**src/rtl/ctrl_unit.sv**
```systemverilog
`default_nettype none
// ============================================================================
//  Module   : ctrl_unit
//  Purpose  : Multi-cycle fetch / decode / sequence controller. Fetches 32-bit
//             instruction words at the datapath PC, decodes them into datapath
//             control fields and paces the datapath with one dp_step pulse per
//             retired instruction.
//  Ports    : clock, reset (async, active-high)
//             PC                         - current datapath PC
//             imem_addr/req/valid/data   - instruction fetch handshake
//             alucode, op1, op2, imControl, flag, flag1, ramenable,
//             pcControl, writecode       - decoded controls (DECODE..WB)
//             regenable, dp_step         - one-cycle WB strobes
//             halted, illegal            - sticky status flags
//             retired, stall_cycles      - perf counters (CTRL_PERF_EN only)
//  Options  : define CTRL_PERF_EN to add the retired / stall_cycles counters.
//  Revision : 1.0  initial release
// ============================================================================
module ctrl_unit #(
    parameter int ADDR_W  = 10,
    parameter int MEM_LAT = 1
) (
    input  logic              clock,
    input  logic              reset,
    input  logic [31:0]       PC,
    output logic [ADDR_W-1:0] imem_addr,
    output logic              imem_req,
    input  logic              imem_valid,
    input  logic [31:0]       imem_data,
    output logic [4:0]        alucode,
    output logic [2:0]        op1,
    output logic [20:0]       op2,
    output logic              imControl,
    output logic              flag,
    output logic              flag1,
    output logic              regenable,
    output logic [1:0]        ramenable,
    output logic [2:0]        pcControl,
    output logic [1:0]        writecode,
    output logic              dp_step,
    output logic              halted,
    output logic              illegal
`ifdef CTRL_PERF_EN
    ,
    output logic [31:0]       retired,
    output logic [31:0]       stall_cycles
`endif
);

    localparam logic [2:0] c_S_FETCH  = 3'd0;
    localparam logic [2:0] c_S_DECODE = 3'd1;
    localparam logic [2:0] c_S_EXEC   = 3'd2;
    localparam logic [2:0] c_S_MEMW   = 3'd3;
    localparam logic [2:0] c_S_WB     = 3'd4;
    localparam logic [2:0] c_S_HALT   = 3'd5;

    localparam logic [4:0] c_OP_MOV   = 5'd12;
    localparam logic [4:0] c_OP_STORE = 5'd20;
    localparam logic [4:0] c_OP_LOAD  = 5'd21;
    localparam logic [4:0] c_OP_HALT  = 5'd23;

    localparam bit         c_HAS_MEMW  = (MEM_LAT > 0);
    localparam logic [2:0] c_MEMW_LAST = 3'((MEM_LAT > 0) ? (MEM_LAT - 1) : 0);

    typedef struct packed {
        logic [4:0]  alucode;
        logic [2:0]  op1;
        logic [20:0] op2;
        logic        imm;
        logic        flag;
        logic        flag1;
        logic [1:0]  ram;
        logic [2:0]  pcc;
        logic [1:0]  wc;
    } ctrl_t;

    logic [2:0]        r_state;
    logic [2:0]        w_next_state;
    logic [31:0]       r_instr;
    logic [2:0]        r_memw_cnt;

    ctrl_t             r_ctrl;
    ctrl_t             w_ctrl;
    ctrl_t             w_dec;
    logic [4:0]        w_dec_op;

    logic [ADDR_W-1:0] r_imem_addr;
    logic [ADDR_W-1:0] w_imem_addr;
    logic              r_imem_req;
    logic              w_imem_req;
    logic              r_regenable;
    logic              w_regenable;
    logic              r_dp_step;
    logic              w_dp_step;
    logic              r_halted;
    logic              w_halted;
    logic              r_illegal;
    logic              w_illegal;

    logic [4:0]        w_cur_op;
    logic              w_accept;
    logic              w_mem_op;
    logic              w_writes;

    // Only opcode and RAM-operand bits of the held word steer sequencing.
    logic              w_unused_bits;
    assign w_unused_bits = ^{PC[31:ADDR_W], r_instr[26:23], r_instr[20:0]};

    assign w_cur_op = r_instr[31:27];
    assign w_accept = (r_state == c_S_FETCH) && r_imem_req && imem_valid;
    assign w_mem_op = r_instr[22] | r_instr[21] | (w_cur_op == c_OP_LOAD);
    assign w_writes = (w_cur_op <= c_OP_MOV) || (w_cur_op == c_OP_LOAD);

    // ------------------------------------------------------------------
    // Decode of the incoming instruction word (used at the accept edge)
    // ------------------------------------------------------------------
    assign w_dec_op = imem_data[31:27];

    always_comb begin
        w_dec       = '0;
        w_dec.op1   = imem_data[26:24];
        w_dec.imm   = imem_data[23];
        w_dec.flag  = imem_data[22];
        w_dec.flag1 = imem_data[21];
        w_dec.op2   = imem_data[20:0];
        if (w_dec_op <= 5'd11) begin
            w_dec.alucode = w_dec_op;
        end
        if ((w_dec_op == c_OP_MOV) || (w_dec_op == c_OP_LOAD)) begin
            w_dec.wc = 2'd1;
        end
        if ((w_dec_op >= 5'd13) && (w_dec_op <= 5'd19)) begin
            w_dec.pcc = 3'(w_dec_op - 5'd12);
        end
        if (w_dec_op == c_OP_STORE) begin
            w_dec.ram = 2'b01;
        end
        if (w_dec_op == c_OP_LOAD) begin
            w_dec.ram = 2'b10;
        end
    end

    // ------------------------------------------------------------------
    // FSM process 1: state register
    // ------------------------------------------------------------------
    always_ff @(posedge clock or posedge reset) begin
        if (reset) begin
            r_state <= c_S_FETCH;
        end else begin
            r_state <= w_next_state;
        end
    end

    // ------------------------------------------------------------------
    // FSM process 2: next-state logic
    // ------------------------------------------------------------------
    always_comb begin
        w_next_state = r_state;
        case (r_state)
            c_S_FETCH:  if (w_accept) w_next_state = c_S_DECODE;
            c_S_DECODE: w_next_state = c_S_EXEC;
            c_S_EXEC:   w_next_state = (w_mem_op && c_HAS_MEMW) ? c_S_MEMW : c_S_WB;
            c_S_MEMW:   if (r_memw_cnt == c_MEMW_LAST) w_next_state = c_S_WB;
            c_S_WB:     w_next_state = (w_cur_op == c_OP_HALT) ? c_S_HALT : c_S_FETCH;
            c_S_HALT:   w_next_state = c_S_HALT;
            default:    w_next_state = c_S_FETCH;
        endcase
    end

    // ------------------------------------------------------------------
    // FSM process 3: output logic. Computes the value every output takes
    // in the next cycle, so all outputs leave the block from flops.
    // ------------------------------------------------------------------
    always_comb begin
        w_imem_req  = r_imem_req;
        w_imem_addr = r_imem_addr;
        w_ctrl      = r_ctrl;
        w_regenable = 1'b0;
        w_dp_step   = 1'b0;
        w_halted    = r_halted;
        w_illegal   = r_illegal;
        case (r_state)
            c_S_FETCH: begin
                if (!r_imem_req) begin
                    // First cycle after reset: launch the request.
                    w_imem_req  = 1'b1;
                    w_imem_addr = PC[ADDR_W-1:0];
                end else if (imem_valid) begin
                    w_imem_req = 1'b0;
                    w_ctrl     = w_dec;
                    if (w_dec_op >= 5'd24) begin
                        w_illegal = 1'b1;
                    end
                end
            end
            c_S_EXEC, c_S_MEMW: begin
                if (w_next_state == c_S_WB) begin
                    w_dp_step   = 1'b1;
                    w_regenable = w_writes;
                end
            end
            c_S_WB: begin
                w_ctrl = '0;
                if (w_next_state == c_S_HALT) begin
                    w_halted = 1'b1;
                end else begin
                    // The datapath commits the new PC during the dp_step
                    // cycle, so the PC seen here is the next fetch address.
                    w_imem_req  = 1'b1;
                    w_imem_addr = PC[ADDR_W-1:0];
                end
            end
            default: ;
        endcase
    end

    // Output / instruction registers
    always_ff @(posedge clock or posedge reset) begin
        if (reset) begin
            r_imem_req  <= 1'b0;
            r_imem_addr <= '0;
            r_ctrl      <= '0;
            r_regenable <= 1'b0;
            r_dp_step   <= 1'b0;
            r_halted    <= 1'b0;
            r_illegal   <= 1'b0;
            r_instr     <= '0;
        end else begin
            r_imem_req  <= w_imem_req;
            r_imem_addr <= w_imem_addr;
            r_ctrl      <= w_ctrl;
            r_regenable <= w_regenable;
            r_dp_step   <= w_dp_step;
            r_halted    <= w_halted;
            r_illegal   <= w_illegal;
            if (w_accept) begin
                r_instr <= imem_data;
            end
        end
    end

    // Memory-wait counter; zero whenever MEMW is not active, so it is
    // already cleared on entry.
    always_ff @(posedge clock or posedge reset) begin
        if (reset) begin
            r_memw_cnt <= '0;
        end else if (r_state == c_S_MEMW) begin
            r_memw_cnt <= r_memw_cnt + 3'd1;
        end else begin
            r_memw_cnt <= '0;
        end
    end

    assign imem_addr = r_imem_addr;
    assign imem_req  = r_imem_req;
    assign alucode   = r_ctrl.alucode;
    assign op1       = r_ctrl.op1;
    assign op2       = r_ctrl.op2;
    assign imControl = r_ctrl.imm;
    assign flag      = r_ctrl.flag;
    assign flag1     = r_ctrl.flag1;
    assign ramenable = r_ctrl.ram;
    assign pcControl = r_ctrl.pcc;
    assign writecode = r_ctrl.wc;
    assign regenable = r_regenable;
    assign dp_step   = r_dp_step;
    assign halted    = r_halted;
    assign illegal   = r_illegal;

`ifdef CTRL_PERF_EN
    logic [31:0] r_retired;
    logic [31:0] r_stall_cycles;

    always_ff @(posedge clock or posedge reset) begin
        if (reset) begin
            r_retired      <= '0;
            r_stall_cycles <= '0;
        end else begin
            if (r_dp_step) begin
                r_retired <= r_retired + 32'd1;
            end
            if ((r_state == c_S_FETCH) && r_imem_req && !imem_valid) begin
                r_stall_cycles <= r_stall_cycles + 32'd1;
            end
        end
    end

    assign retired      = r_retired;
    assign stall_cycles = r_stall_cycles;
`endif

endmodule
`default_nettype wire

```
**config.mk**
```make
export PLATFORM = sky130hd
export DESIGN_NAME = ctrl_unit
export DESIGN_NICKNAME = d
export VERILOG_FILES = /design/src/rtl/ctrl_unit.sv
export SDC_FILE = /design/constraint.sdc
export NUM_CORES = 1
export LEC_CHECK = 0
export ABC_AREA = 1
export BUFFER_PORTS_ARGS = -buffer_cell sky130_fd_sc_hd__buf_2
export CAP_MARGIN = 10
export CORE_MARGIN = 2
export CORE_UTILIZATION = 45
export CTS_CLUSTER_DIAMETER = 60
export CTS_CLUSTER_SIZE = 40
export DETAILED_ROUTE_END_ITERATION = 10
export GPL_TIMING_DRIVEN = 0
export PLACE_DENSITY = 0.83
export SETUP_SLACK_MARGIN = 0.05
export SLEW_MARGIN = 20
export SYNTH_ARGS = -nofsm -noshare
export SYNTH_HDL_FRONTEND = slang
export SYNTH_SLANG_ARGS = --single-unit
```
**constraint.sdc**
```tcl
create_clock -name clock -period 4.9 [get_ports clock]
set_input_delay 0.49 -clock clock [delete_from_list [all_inputs] [get_ports clock]]
set_output_delay 0.49 -clock clock [all_outputs]
set_load 0.005 [all_outputs]
```
======== After elaboration in Yosys (flattened, before gate mapping) ========
Cells that the tools add are included.
cells by class
  reductions and logical operators ........ 14
  multiplexer cells ....................... 25
  bitwise operators ....................... 2
  order comparisons ....................... 5
  equality and inequality tests ........... 16
  $add $sub $neg .......................... 2
operators by type and width
  operator             number
  $mux 39              2
  $pmux 39 s2          1
  $eq 5x5->1 const B   4
  $mux 10              2
  $pmux 10 s2          1
  $mux 3               6
  $pmux 3 s6           1
  $eq 3x3->1 const B   4
  $le 5x4->1 const B   2
  $mux 1               9
  $ne 2x2->1 const B   4
  $eq 3x2->1 const B   2
  $logic_not 3->1      2
  $reduce_and 3->1     2
  $eq 5x4->1 const B   1
  $ge 5x4->1 const B   1
  $ge 5x5->1 const B   1
  $le 5x5->1 const B   1
  $mux 5               1
  $reduce_and 2->1     2
  $reduce_and 4->1     1
  $add 3x1->3 const B  1
  $eq 3x1->1 const B   1
  $logic_and 1x1->1    3
  other kinds (7)      9
word-level totals
  output and inout bits ................... 54
  flip-flop bits (word level) ............. 92

======== Longest topological paths before layout ========
  word-level depth ........................ 8
  gate-level depth with buffers ........... 8

======== Least setup slack after synthesis ========
Ideal clock, no wire load.
  path type ............................... register to register
  start point ............................. register r_state[0]
  end point ............................... register r_imem_addr[0] (netlist: imem_addr[0])
  buffers on the path ..................... 1
  library setup time ...................... 0.117 ns
  clock period less this slack ............ 1.318 ns
  cell stages (with the launch flop) ...... 8
  data arrival time ....................... 1.201 ns
  setup slack ............................. 3.582 ns
  path through ............................ dfrtp_1 -> nor2_4 -> nand2_4 -> inv_4 -> nand2_2 -> buf_4 -> nand4_1 -> nand2_1
on the way
  word-level cells in the longest chain between the ends .. 8
RTL lines
  element                            RTL line       RTL
  start, declared                    77             logic [2:0] r_state;
  start signal, assigned             148            r_state <= c_S_FETCH;
  start signal, assigned             150            r_state <= w_next_state;
  $logic_not 3->1                    110, 159, 182
  $logic_and 1x1->1 (2 in series)    110            assign w_accept = (r_state == c_S_FETCH) && r_imem_req && imem_valid;
  $mux 3                             160            c_S_FETCH: if (w_accept) w_next_state = c_S_DECODE;
  $pmux 3 s6                         159            case (r_state)
  $eq 3x3->1                         204            if (w_next_state == c_S_HALT) begin
  $ne 2x2->1 (no source line)        --
  $reduce_and 3->1 (no source line)  --
  end signal, assigned               230            r_imem_addr <= w_imem_addr;
  end, declared                      87             logic [ADDR_W-1:0] r_imem_addr;
Parallel ways exist; a longest one is shown, timed or not.
A chain may end at the register's enable or synchronous reset.

======== Worst setup path in the final report ========
  start point ............................. register r_state[0]
  end point ............................... register r_state[0]
on the way
  word-level cells in the longest chain between the ends .. 5
RTL lines
  element                          RTL line  RTL
  $logic_not 3->1                  110, 159
  $logic_and 1x1->1 (2 in series)  110
  $mux 3                           160
  $pmux 3 s6 (*)                   159
  via w_next_state[0]              78        logic [2:0] w_next_state;
Mark *: on every way through the listed nets, which the timed path passes. The rest lies on a longest branch.

==> impl_metrics.csv <==
group,metric,value,unit
clock_network,clock_latency,340,ps
setup_path,worstPathCellList,"nor2_4 -> nand2_2 -> nor2_4 -> buf_4 -> nor2_1 -> nand2_1",
route,num_vias,2470,
die,row_count,28,
route,drt_iter0_drc,124,
finish,layout-drive-gt1-share,0.306,
clock_network,hold_buffers,0,
setup_path,rr_worst_depth,6,
setup_path,slowest_delay,460,ps
sta,min_period,1530,ps
power,peakVddDrop,0.267,mV
route,routedWlPerCell,13.3,um
synth,synth_cell_types,26,
sta,finalHoldViolations,0,
finish,nets,486,
clock_network,numCtsBuffers,9,
route,totalWireLength,6630,um
sta,finClkSkew,11.1,ps
power,p_leak,2.07,nW
status,status,"completed",
synth,ys_seq_area_frac,0.598,
clock_network,path_clk_slew,70,ps
power,power_frac_clock,0.216,
sta,fin_setup_tns,0,ps
finish,diodes,0,
placement,placed_cells,481,
power,netSwitchingFraction,0.369,
sta,clock.fmax,654,MHz
power,p_sw,0.782,mW
clock_network,cts_htree_levels,3,
sta,rsz0062_at_grt,"no",
synth,syn_area,2760,um^2
setup_path,crit_arrival,1790,ps
global_route,grt_max_degree,44,
clock_network,cts_tree,"done",
placement,io_buffers,97,
die,die_area,6780,um^2
setup_path,slowest_stage,"dfrtp_1",
global_route,grtUsageTotal,0.200,
setup_path,required,5160,ps
route,drc,0,
synth,syn-num-nets,377,
finish,syn2layout_area_growth,28.9,%
placement,gp_congestion,0.862,
route,firstDrtPassIters,4,
placement,place_hpwl,4810,um
clock_network,post_cts_resized,0,
synth,avgSynthCellArea,8.97,um^2
setup_path,cp_max_fo,10,
global_route,grt_overflow,0,
power,powerDensity,594,nW/um^2
run,maxCapViolCount,0,
synth,syn_inst,308,
global_route,grt_pass1_vias,2269,
power,pwr-share-comb,0.365,
sta,period_share,0.312,
power,p_seq_frac,0.419,
worst_hold_path,hold_class,"in -> async",
sta,slew_viol_final,0,
clock_network,cts_sinks,66,
finish,layout.cells.most_common,"nand2_1",
setup_path,crit_top_cell,"nor2_4",
die,die_w,82.4,um
die,ioPinCount,121,
setup_path,criticalPathCategory,"reg -> reg",
die,core_region_area,5920,um^2
finish,final_cell_mix,"nand2_1 (126), buf_2 (97), dfrtp_1 (66)",
global_route,antenna_found_initial,0,
clock_network,cts.path.max_buffers,2,
route,routed_via_density,4.97,
finish,stdcell_count,497,
power,p_int,1.33,mW
clock_network,clockRootBuffer,"clkbuf_8",
synth,yosys_warnings,0,
die,initial_core_util,0.467,
synth,ys_ff_latch,66,
setup_path,endpoint_kind,"flip-flop",
global_route,grt_pass1_wl,10000,um
clock_network,cts_setup_buffers,0,
sta,setup_viol,0,
die,die_height,82.4,um
finish,fillCellCount,517,
route,ant_nets,0,
setup_path,startpoint_type,"flip-flop",
==> worst max-delay path: cells and delay by family (launching register included) <==
| family | cells | cell delay, ps |
|---|---|---|
| AND/OR/NAND/NOR | 5 | 770 |
| flip-flops | 1 | 460 |
| buffers and inverters | 1 | 240 |
==> cells in the mapped netlist, drive strengths merged <==
cell | count | area [um^2]
o21ai | 12 | 60.1
buf | 9 | 63.8
a21oi | 3 | 15.0
o21bai | 1 | 7.51
nor2 | 15 | 87.6
nand4 | 14 | 87.6
inv | 21 | 81.3
nand2 | 129 | 497
xnor2 | 1 | 8.76
and2 | 1 | 6.26
nor3 | 2 | 10.0
ha | 2 | 25.0
and3 | 1 | 6.26
dfrtp | 66 | 1650
conb | 1 | 3.75
nand3 | 28 | 145
clkbuf | 2 | 7.51
==> final cells by class <==
type | count | area (um^2) | area share
plain buffers | 11 | 71.3 | 0.0200
clock buffers | 14 | 163 | 0.0456
clock inverters | 2 | 35.0 | 0.00983
inverters | 21 | 83.8 | 0.0235
multi-input cells | 210 | 960 | 0.269
flip-flops and latches | 66 | 1650 | 0.463
well taps | 75 | 93.8 | 0.0263
repair buffers | 98 | 505 | 0.142
==> logic make-up (layout without fill, tap and decap cells) <==
group / after synthesis / after routing / share of synthesized area
and+or+nand+nor: 190 / 190 / 0.304
DFF: 66 / 66 / 0.598
buffers and inverters: 32 / 146 / 0.0552
AOI/OAI and AO/OA: 16 / 16 / 0.0299
adders and majority gates: 2 / 2 / 0.00905
other: 1 / 1 / 0.00136
xor gates and xnor gates: 1 / 1 / 0.00317
==> metrics by stage <==
step / instance area (um^2) / hold WS (ps) / util / total power [mW] / worst slack (ps)
CTS: 3560 / 115 / 0.602 / 2.13 / 3390
finish: 3560 / 113 / 0.602 / 2.12 / 3370
detailed placement: 3370 / 453 / 0.568 / 1.66 / 3390
global placement: 3340 / 444 / 0.565 / 1.62 / 2050
floorplan: 2760 / 432 / - / 1.34 / 2760
global route: 3560 / 141 / 0.602 / 2.28 / 3310
==> metal layers <==
layer,up-vias,global-route usage,routed length [um]
met5,-,0,0
met4,0,0.138,189
met1,1164,0.246,2960
met2,86,0.318,3090
li1,1205,-,-
met3,15,0.0380,388
==> path summary, 6_finish.rpt <==
check,from,end,slack (ps)
worst max-delay path,r_state[0],r_state[0],3370
min in group clock,imem_data[18],op2[18],360
max in group asynchronous,reset,r_state[0],4270
worst min register to register,halted,halted,470
worst min-delay path,reset,op2[8],110
worst max register to register,r_state[0],r_state[0],3370
==> power by group through the flow <==
stage	clock network [mW]	registers (mW)	logic, mW
floorplan	0	0.896	0.440
global placement	0	0.881	0.742
detailed placement	0	0.893	0.771
CTS	0.469	0.885	0.780
global route	0.489	0.909	0.881
finish	0.457	0.888	0.772
==> flip-flops by register name, indices dropped and copies added, names as in the netlist <==
name	flops
ramenable	2
regenable	1
imem_addr	10
dp_step	1
writecode	1
op1	3
halted	1
imem_req	1
r_memw_cnt	3
op2	21
pcControl	3
flag	1
flag1	1
alucode	5
illegal	1
imControl	1
r_instr	7
r_state	3
No activity file was read; power rests on OpenSTA's default activity.
